`config.mk`:
```
export PLATFORM = sky130hd
export DESIGN_NAME = cv32e40p_tmr_fault_monitor
export DESIGN_NICKNAME = d
export VERILOG_FILES = /design/src/rtl/cv32e40p_tmr_fault_monitor.sv
export SDC_FILE = /design/constraint.sdc
export NUM_CORES = 1
export LEC_CHECK = 0
export ABC_CLOCK_PERIOD_IN_PS = 2900
export CORE_MARGIN = 2
export CORE_UTILIZATION = 29
export DETAILED_ROUTE_END_ITERATION = 12
export GPL_TIMING_DRIVEN = 0
export HOLD_SLACK_MARGIN = 0.03
export PLACE_DENSITY = 0.53
export SLEW_MARGIN = 20
export SYNTH_ARGS = -nofsm -noshare
export SYNTH_HDL_FRONTEND = slang
export SYNTH_SLANG_ARGS = --single-unit
```
`constraint.sdc`:
```
create_clock -name clk -period 2.9 [get_ports clk]
set_input_delay 0.58 -clock clk [delete_from_list [all_inputs] [get_ports clk]]
set_output_delay 0.58 -clock clk [all_outputs]
set_load 0.01 [all_outputs]
```
`src/rtl/cv32e40p_tmr_fault_monitor.sv`:
```
// cv32e40p_tmr_fault_monitor
//
// Majority voter and replica diagnosis for the three redundant ALUs of the
// TMR EX stage. The bitwise-majority result is registered into a one-entry
// valid/ready output stage. Each replica is tracked by a small state machine
// that condemns it after THRESH consecutive mismatching transfers.
//
// state   | meaning
// --------+-------------------------------------------------------------
// HEALTHY | replica agreed with the vote on its last accepted transfer
// SUSPECT | replica has mismatched on 1..THRESH-1 consecutive transfers
// FAULTY  | replica reached THRESH consecutive mismatches (sticky)
//
// Ports:
//   clk, rst_n           clock, synchronous active-low reset
//   valid_i / ready_o    upstream handshake; res1_i..res3_i are replica results
//   valid_o / ready_i    downstream handshake; result_o is the voted result
//   mismatch_o           per-replica mismatch flags for the held result
//   err_clr_i            clears all diagnosis state
//   fault_o              replica k is FAULTY
//   uncorrectable_o      sticky: some transfer had all replicas pairwise different
//   err_cnt_o            saturating count of accepted transfers with any mismatch

module cv32e40p_tmr_fault_monitor #(
  parameter int unsigned WIDTH  = 32,
  parameter int unsigned THRESH = 3,
  parameter int unsigned CNT_W  = 8
) (
  input  logic             clk,
  input  logic             rst_n,
  input  logic             valid_i,
  output logic             ready_o,
  input  logic [WIDTH-1:0] res1_i,
  input  logic [WIDTH-1:0] res2_i,
  input  logic [WIDTH-1:0] res3_i,
  output logic             valid_o,
  input  logic             ready_i,
  output logic [WIDTH-1:0] result_o,
  output logic [2:0]       mismatch_o,
  input  logic             err_clr_i,
  output logic [2:0]       fault_o,
  output logic             uncorrectable_o,
  output logic [CNT_W-1:0] err_cnt_o
);

  typedef enum logic [1:0] {
    HEALTHY = 2'd0,
    SUSPECT = 2'd1,
    FAULTY  = 2'd2
  } rep_state_e;

  localparam logic [3:0] THRESH_L = 4'(THRESH);

  logic [WIDTH-1:0] maj;
  logic [2:0]       mm;
  logic             triple;
  logic             accept;

  rep_state_e state_q  [3];
  logic [3:0] streak_q [3];

  assign ready_o = !valid_o || ready_i;
  assign accept  = valid_i && ready_o;

  assign maj    = (res1_i & res2_i) | (res2_i & res3_i) | (res1_i & res3_i);
  assign mm[0]  = (res1_i != maj);
  assign mm[1]  = (res2_i != maj);
  assign mm[2]  = (res3_i != maj);
  assign triple = (res1_i != res2_i) && (res2_i != res3_i) && (res1_i != res3_i);

  // Output stage: a new accept overwrites the slot (covers simultaneous
  // handoff); a handoff with nothing new behind it empties the slot.
  always_ff @(posedge clk) begin
    if (!rst_n) begin
      valid_o    <= 1'b0;
      result_o   <= '0;
      mismatch_o <= '0;
    end else if (accept) begin
      valid_o    <= 1'b1;
      result_o   <= maj;
      mismatch_o <= mm;
    end else if (ready_i) begin
      valid_o    <= 1'b0;
    end
  end

  // Diagnosis: clear wins over a same-cycle accept, so that transfer is
  // never counted against the replicas.
  always_ff @(posedge clk) begin
    if (!rst_n || err_clr_i) begin
      fault_o         <= '0;
      uncorrectable_o <= 1'b0;
      err_cnt_o       <= '0;
      for (int k = 0; k < 3; k++) begin
        state_q[k]  <= HEALTHY;
        streak_q[k] <= '0;
      end
    end else if (accept) begin
      if (|mm && (err_cnt_o != {CNT_W{1'b1}})) begin
        err_cnt_o <= err_cnt_o + CNT_W'(1);
      end
      if (triple) begin
        uncorrectable_o <= 1'b1;
      end
      for (int k = 0; k < 3; k++) begin
        case (state_q[k])
          HEALTHY: begin
            if (mm[k]) begin
              streak_q[k] <= 4'd1;
              if (THRESH_L == 4'd1) begin
                state_q[k] <= FAULTY;
                fault_o[k] <= 1'b1;
              end else begin
                state_q[k] <= SUSPECT;
              end
            end
          end
          SUSPECT: begin
            if (mm[k]) begin
              streak_q[k] <= streak_q[k] + 4'd1;
              if ((streak_q[k] + 4'd1) == THRESH_L) begin
                state_q[k] <= FAULTY;
                fault_o[k] <= 1'b1;
              end
            end else begin
              state_q[k]  <= HEALTHY;
              streak_q[k] <= '0;
            end
          end
          FAULTY: begin
          end
          default: begin
            state_q[k]  <= HEALTHY;
            streak_q[k] <= '0;
          end
        endcase
      end
    end
  end

endmodule

```
# Yosys cells after proc, flatten, opt, wreduce, memory -nomap -nowiden

Memory sizes are Yosys's and may differ from the RTL's.
Index checks and enable logic that the tools add are counted.

Add/subtract/negate cells: 4
Equality and inequality tests: 16
Muxes and demuxes: 100
Bitwise logic cells: 29
Reduce and logical (&&, ||, !) cells: 21

Operators by type and width:

| cell                                                | number |
|---|---|
| inequality test 32 bit                              | 6 |
| AND 32 bit                                          | 3 |
| 2-to-1 mux 1 bit                                    | 76 |
| OR 32 bit                                           | 2 |
| 2-to-1 mux 4 bit                                    | 12 |
| 2-to-1 mux 2 bit                                    | 12 |
| OR 1 bit                                            | 24 |
| adder 4 x 1 -> 4 bit, second input constant         | 3 |
| equality test 4 x 2 -> 1 bit, second input constant | 3 |
| AND reduction 4 bit                                 | 3 |
| OR reduction 3 bit                                  | 4 |
| adder 8 x 1 -> 8 bit, second input constant         | 1 |
| inequality test 8 bit, second input constant        | 1 |
| equality test 2 x 1 -> 1 bit, second input constant | 3 |
| equality test 2 bit, second input constant          | 3 |
| zero test 2 bit                                     | 3 |
| logical AND 1 bit                                   | 4 |
| AND reduction 2 bit                                 | 2 |
| zero test 1 bit                                     | 2 |
| logical OR 1 bit                                    | 2 |
| nonzero test 2 bit                                  | 1 |

Register bits after elaboration: 48
RAM bits: 18
Memories kept: 2

Memory list:

| name     | words | bits a word | rd ports | clocked after memory_dff | write ports | line | RTL |
|---|---|---|---|---|---|---|---|
| streak_q | 3     | 4           | 3        | 0                        | 3           | 60   | `logic [3:0] streak_q [3];` |
| state_q  | 3     | 2           | 3        | 0                        | 3           | 59   | `rep_state_e state_q [3];` |

# Longest topological paths before layout

Depth after elaboration: 13
Depth in mapped cells: 9
Mapped depth without buffers: 8

# Least setup slack after synthesis

OpenSTA, ideal clock, no wires.

Kind: input port to flip-flop
Start point: in res2_i[26]
End point: mem state_q[1][0] (netlist bit) (enable)
Library setup time: 0.297 ns
Arrival: 2.381 ns
Setup slack: 0.222 ns
Cell stages on the path: 9
Cells stage by stage: ha_1 nor4_1 o22ai_1 nor4_1 nand4_1 and2_1 buf_6 a311o_1 nand2_1

RTL lines:

| item            | line | RTL |
|---|---|---|
| start, declared | 34   | `input logic [WIDTH-1:0] res2_i,` |
| end, declared   | 59   |  |

==> impl_results.md <==
* Outcome: finished, final reports clean
* Final WL at between 20 and 30 mm
* Yosys warning count at 0
* NetSw at around 1.2 mW
* Fin nets at 1090
* Vias at 7028
* CP delay by family, top: simple AND/OR/NAND/NOR gates
* Syn Nets at 920
* Final Max Slew Viols at 0
* Dpl ws at -1210 ps
* Largest net degree at the start of global routing at 14
* Power consumption at approximately 3.4 mW
* Syn Area/Cell at 8.71 µm²
* Core area at 21100 µm²
* CTS tree: done
* WP buf/inv at 1
* CTS Buf Count at 9
* Die width at 151 µm
* Leak Pwr at 3.09 nW
* Kind of critical path: primary input to register
* HPWL after DPL at 19.4 mm
* Vias in the first global route at 6734
* Critical Path Max Stage Delay at between 400 and 500 ps
* Mapped Cells at ~700
* Crit. End Element: register
* Post-synth cell types at 41
* Multi-input logic area at 6350 µm²
* Hold Fails Final Rpt at 0
* Vias per cell at about 6.0
* First-pass GRT wire length at about 38 mm
* Final setup fails at 0
* Pwr Density at between 300 and 400 nW/µm²
* Max Cap Viol at 0
* H-tree depth at 3
* Top FF cell, synth: dfxtp_1
* F_max at 354 MHz
* Area grow syn2layout at 57.1%
* Critical Path RT at 2960 ps
* Combinational share of power at 0.377
* Detailed router's first-iteration violation count at 506
* Routed length per instance at 22.2 µm
* CTS Hold Bufs at 0
* Slowest cell on the critical path: nor4_2
* Min Tclk post-route at 2830 ps
* Placed cells at 1140
* GRT Util Overall at 0.224
* Worst skew pair latency at 360 ps
* Synth top area share at 0.207
* Largest area contributor in the netlist: ha_1
* CP Max Fanout at 7
* Final WS setup at 71.6 ps
* Num Clock Sinks at 66
* Post-synth EDFFs at 17
* Startpoint types: primary input
* I/O Buffers at between 100 and 150
* Internal power at roughly 2.2 mW
* Number of antenna violations at the first check in global routing at 1
* Clock slew at reported path FFs at 60 ps
* # fillers at between 2000 and 2500
* Row count at 53
* Reg area at 1490 µm²
* Final Cycle Share at 0.975
* Area of placed instances at 8070 µm²
* Initial Util at 0.296
* Sequential share of power at 0.305
* Worst-Margin Slew at 797 ps
* Peak supply drop at 0.000280 V
* Clock skew at 11.9 ps
* CP Cell Sequence: dlygate4sd2_1 -> ha_2 -> nor4_1 -> o22ai_1 -> nor4_2 -> and4_4 -> nor2_1 -> o21ai_0 -> nand2_1
* Total congestion overflow at 0
* Sw Ratio at 0.360
* Yosys reg bits at 66
* Fin area at 9800 µm²
* Fraction of registers with async set/reset at 0
* Fin cells at 1167
* Die ar. at 22700 µm²
* RePlAce Congestion at approximately 0.87
* Drc violations at 0
* First-pass iteration count of the detailed router at 4
* Sequential element share of the synthesized area at 0.239
* Hold/Removal Path Class: register to register
* Setup TNS Final at 0 ps
* WP data arrival at 2890 ps
* Clk root buf: clkbuf_16
* Clk network pwr share at 0.317
* Mapped Area at around 6200 µm²
* DIE HEIGHT at 151 µm
* Ports at 150
* Post-DRT Antenna Nets at 0
* Ranking of synthesized cells by area: ha_1, nor4_1, dfxtp_1, o31a_1, edfxtp_1
* Max_slew headroom at 0.469
* Maximum buffer depth of the clock tree at 2
* Layout cells sized above 1 at 0.301
==> stage by stage <==
step | hold WS [ps] | utilization
2_1_floorplan | 486 | -
3_3_place_gp | 448 | 0.383
3_5_place_dp | 460 | 0.383
4_1_cts | 474 | 0.451
5_1_grt | 515 | 0.465
6_report | 470 | 0.465
==> sequential cells by signal, summed over array words and instances, names as in the netlist <==
register         flops
fault_o              3
mismatch_o           3
result_o            32
err_cnt_o            8
valid_o              1
streak_q            12
uncorrectable_o      1
state_q              6
==> cell usage in the layout, fill, tap and decap left out, drive strengths merged, types with 3 or more instances in the layout <==
cell type / netlist / routed
nor4: 164 / 164
ha: 103 / 103
o31a: 96 / 96
clkbuf: 14 / 79
nor2: 60 / 60
clkdlybuf4s50: 0 / 53
o22ai: 52 / 52
dfxtp: 49 / 49
nor3b: 33 / 33
dlygate4sd2: 0 / 26
nand2: 24 / 24
buf: 2 / 19
edfxtp: 17 / 17
nand3: 15 / 15
a21oi: 13 / 13
o21ai: 13 / 13
inv: 8 / 10
nand4: 9 / 9
clkdlybuf4s15: 0 / 7
xor2: 5 / 5
nand2b: 3 / 3
and2: 3 / 3
or3: 3 / 3
xnor2: 3 / 3
clkinvlp: 0 / 3
nor3: 3 / 3
o31ai: 3 / 3
==> cells by family after synthesis <==
kind of cell             share of synthesized area
AO/OA/AOI/OAI                                0.229
flip-flops                                   0.239
AND/OR/NAND/NOR                              0.297
buffers and inverters                       0.0158
multiplexers                               0.00160
XOR/XNOR                                    0.0112
adder cells (fa/ha/maj)                      0.207
==> layer usage <==
layer	share of wire	up-vias	track usage
met4	0.028	0	0.0869
met2	0.47	231	0.372
met5	0	-	0
met3	0.063	44	0.0430
li1	-	3405	-
met1	0.44	3348	0.287
==> cells in the mapped netlist (3+ instances only) <==
cell,count
nand4_1,9
o31a_1,96
nand2_1,24
ha_1,103
nor3b_1,33
nand3_1,15
xor2_1,5
a21oi_1,13
o21ai_0,12
xnor2_1,3
o31ai_1,3
dfxtp_1,49
nor4_1,164
inv_1,8
nor3_1,3
o22ai_1,52
nand2b_1,3
and2_1,3
edfxtp_1,17
nor2_1,60
clkbuf_1,14
or3_1,3
==> worst paths after layout <==
| check | startpoint | endpoint | slack, ps | cells after the start |
|---|---|---|---|---|
| worst max-delay path | res1_i[7] | streak_q[2][1] | 70 | 9 |
| worst min register to register | fault_o[2] | fault_o[2] | 470 | 2 |
| worst max register to register | valid_o | streak_q[1][2] | 740 | 4 |
| worst min-delay path | fault_o[2] | fault_o[2] | 470 | 2 |
==> repair_timing <==
item | CTS | global route
setup buffers | 5 | 5
gates resized for setup | 334 | 194
pin swaps | 16 | 18
setup endpoints to repair | 48 | 33
endpoints found under the hold margin | 0 | 0
==> worst reg2reg max path: cells and delay by family (launching register included) <==
| kind | cells | cell delay, ps |
|---|---|---|
| DFF | 1 | 310 |
| AOI/OAI and AO/OA | 1 | 580 |
| buffers and inverters | 1 | 410 |
| and+or+nand+nor | 2 | 510 |
==> layout make-up <==
type	count	share of cell area
well taps	275	0.0351
repair buffers	159	0.126
plain buffers	16	0.00766
inverters	8	0.00306
diodes	1	0.000255
flip-flops and latches	66	0.152
multi-input cells	626	0.648
clock inverters	7	0.00549
clock buffers	9	0.0230
==> power by group through the flow <==
| stage | Clock [mW] | Sequential [mW] | Combinational (mW) |
|---|---|---|---|
| floorplan | 0 | 1.08 | 0.525 |
| global placement | 0 | 1.07 | 1.03 |
| detailed placement | 0 | 1.07 | 1.03 |
| CTS | 1.11 | 1.05 | 1.19 |
| global route | 1.13 | 1.05 | 1.40 |
| finish | 1.09 | 1.05 | 1.29 |
Note: power is estimated with default switching activity, not from simulation.
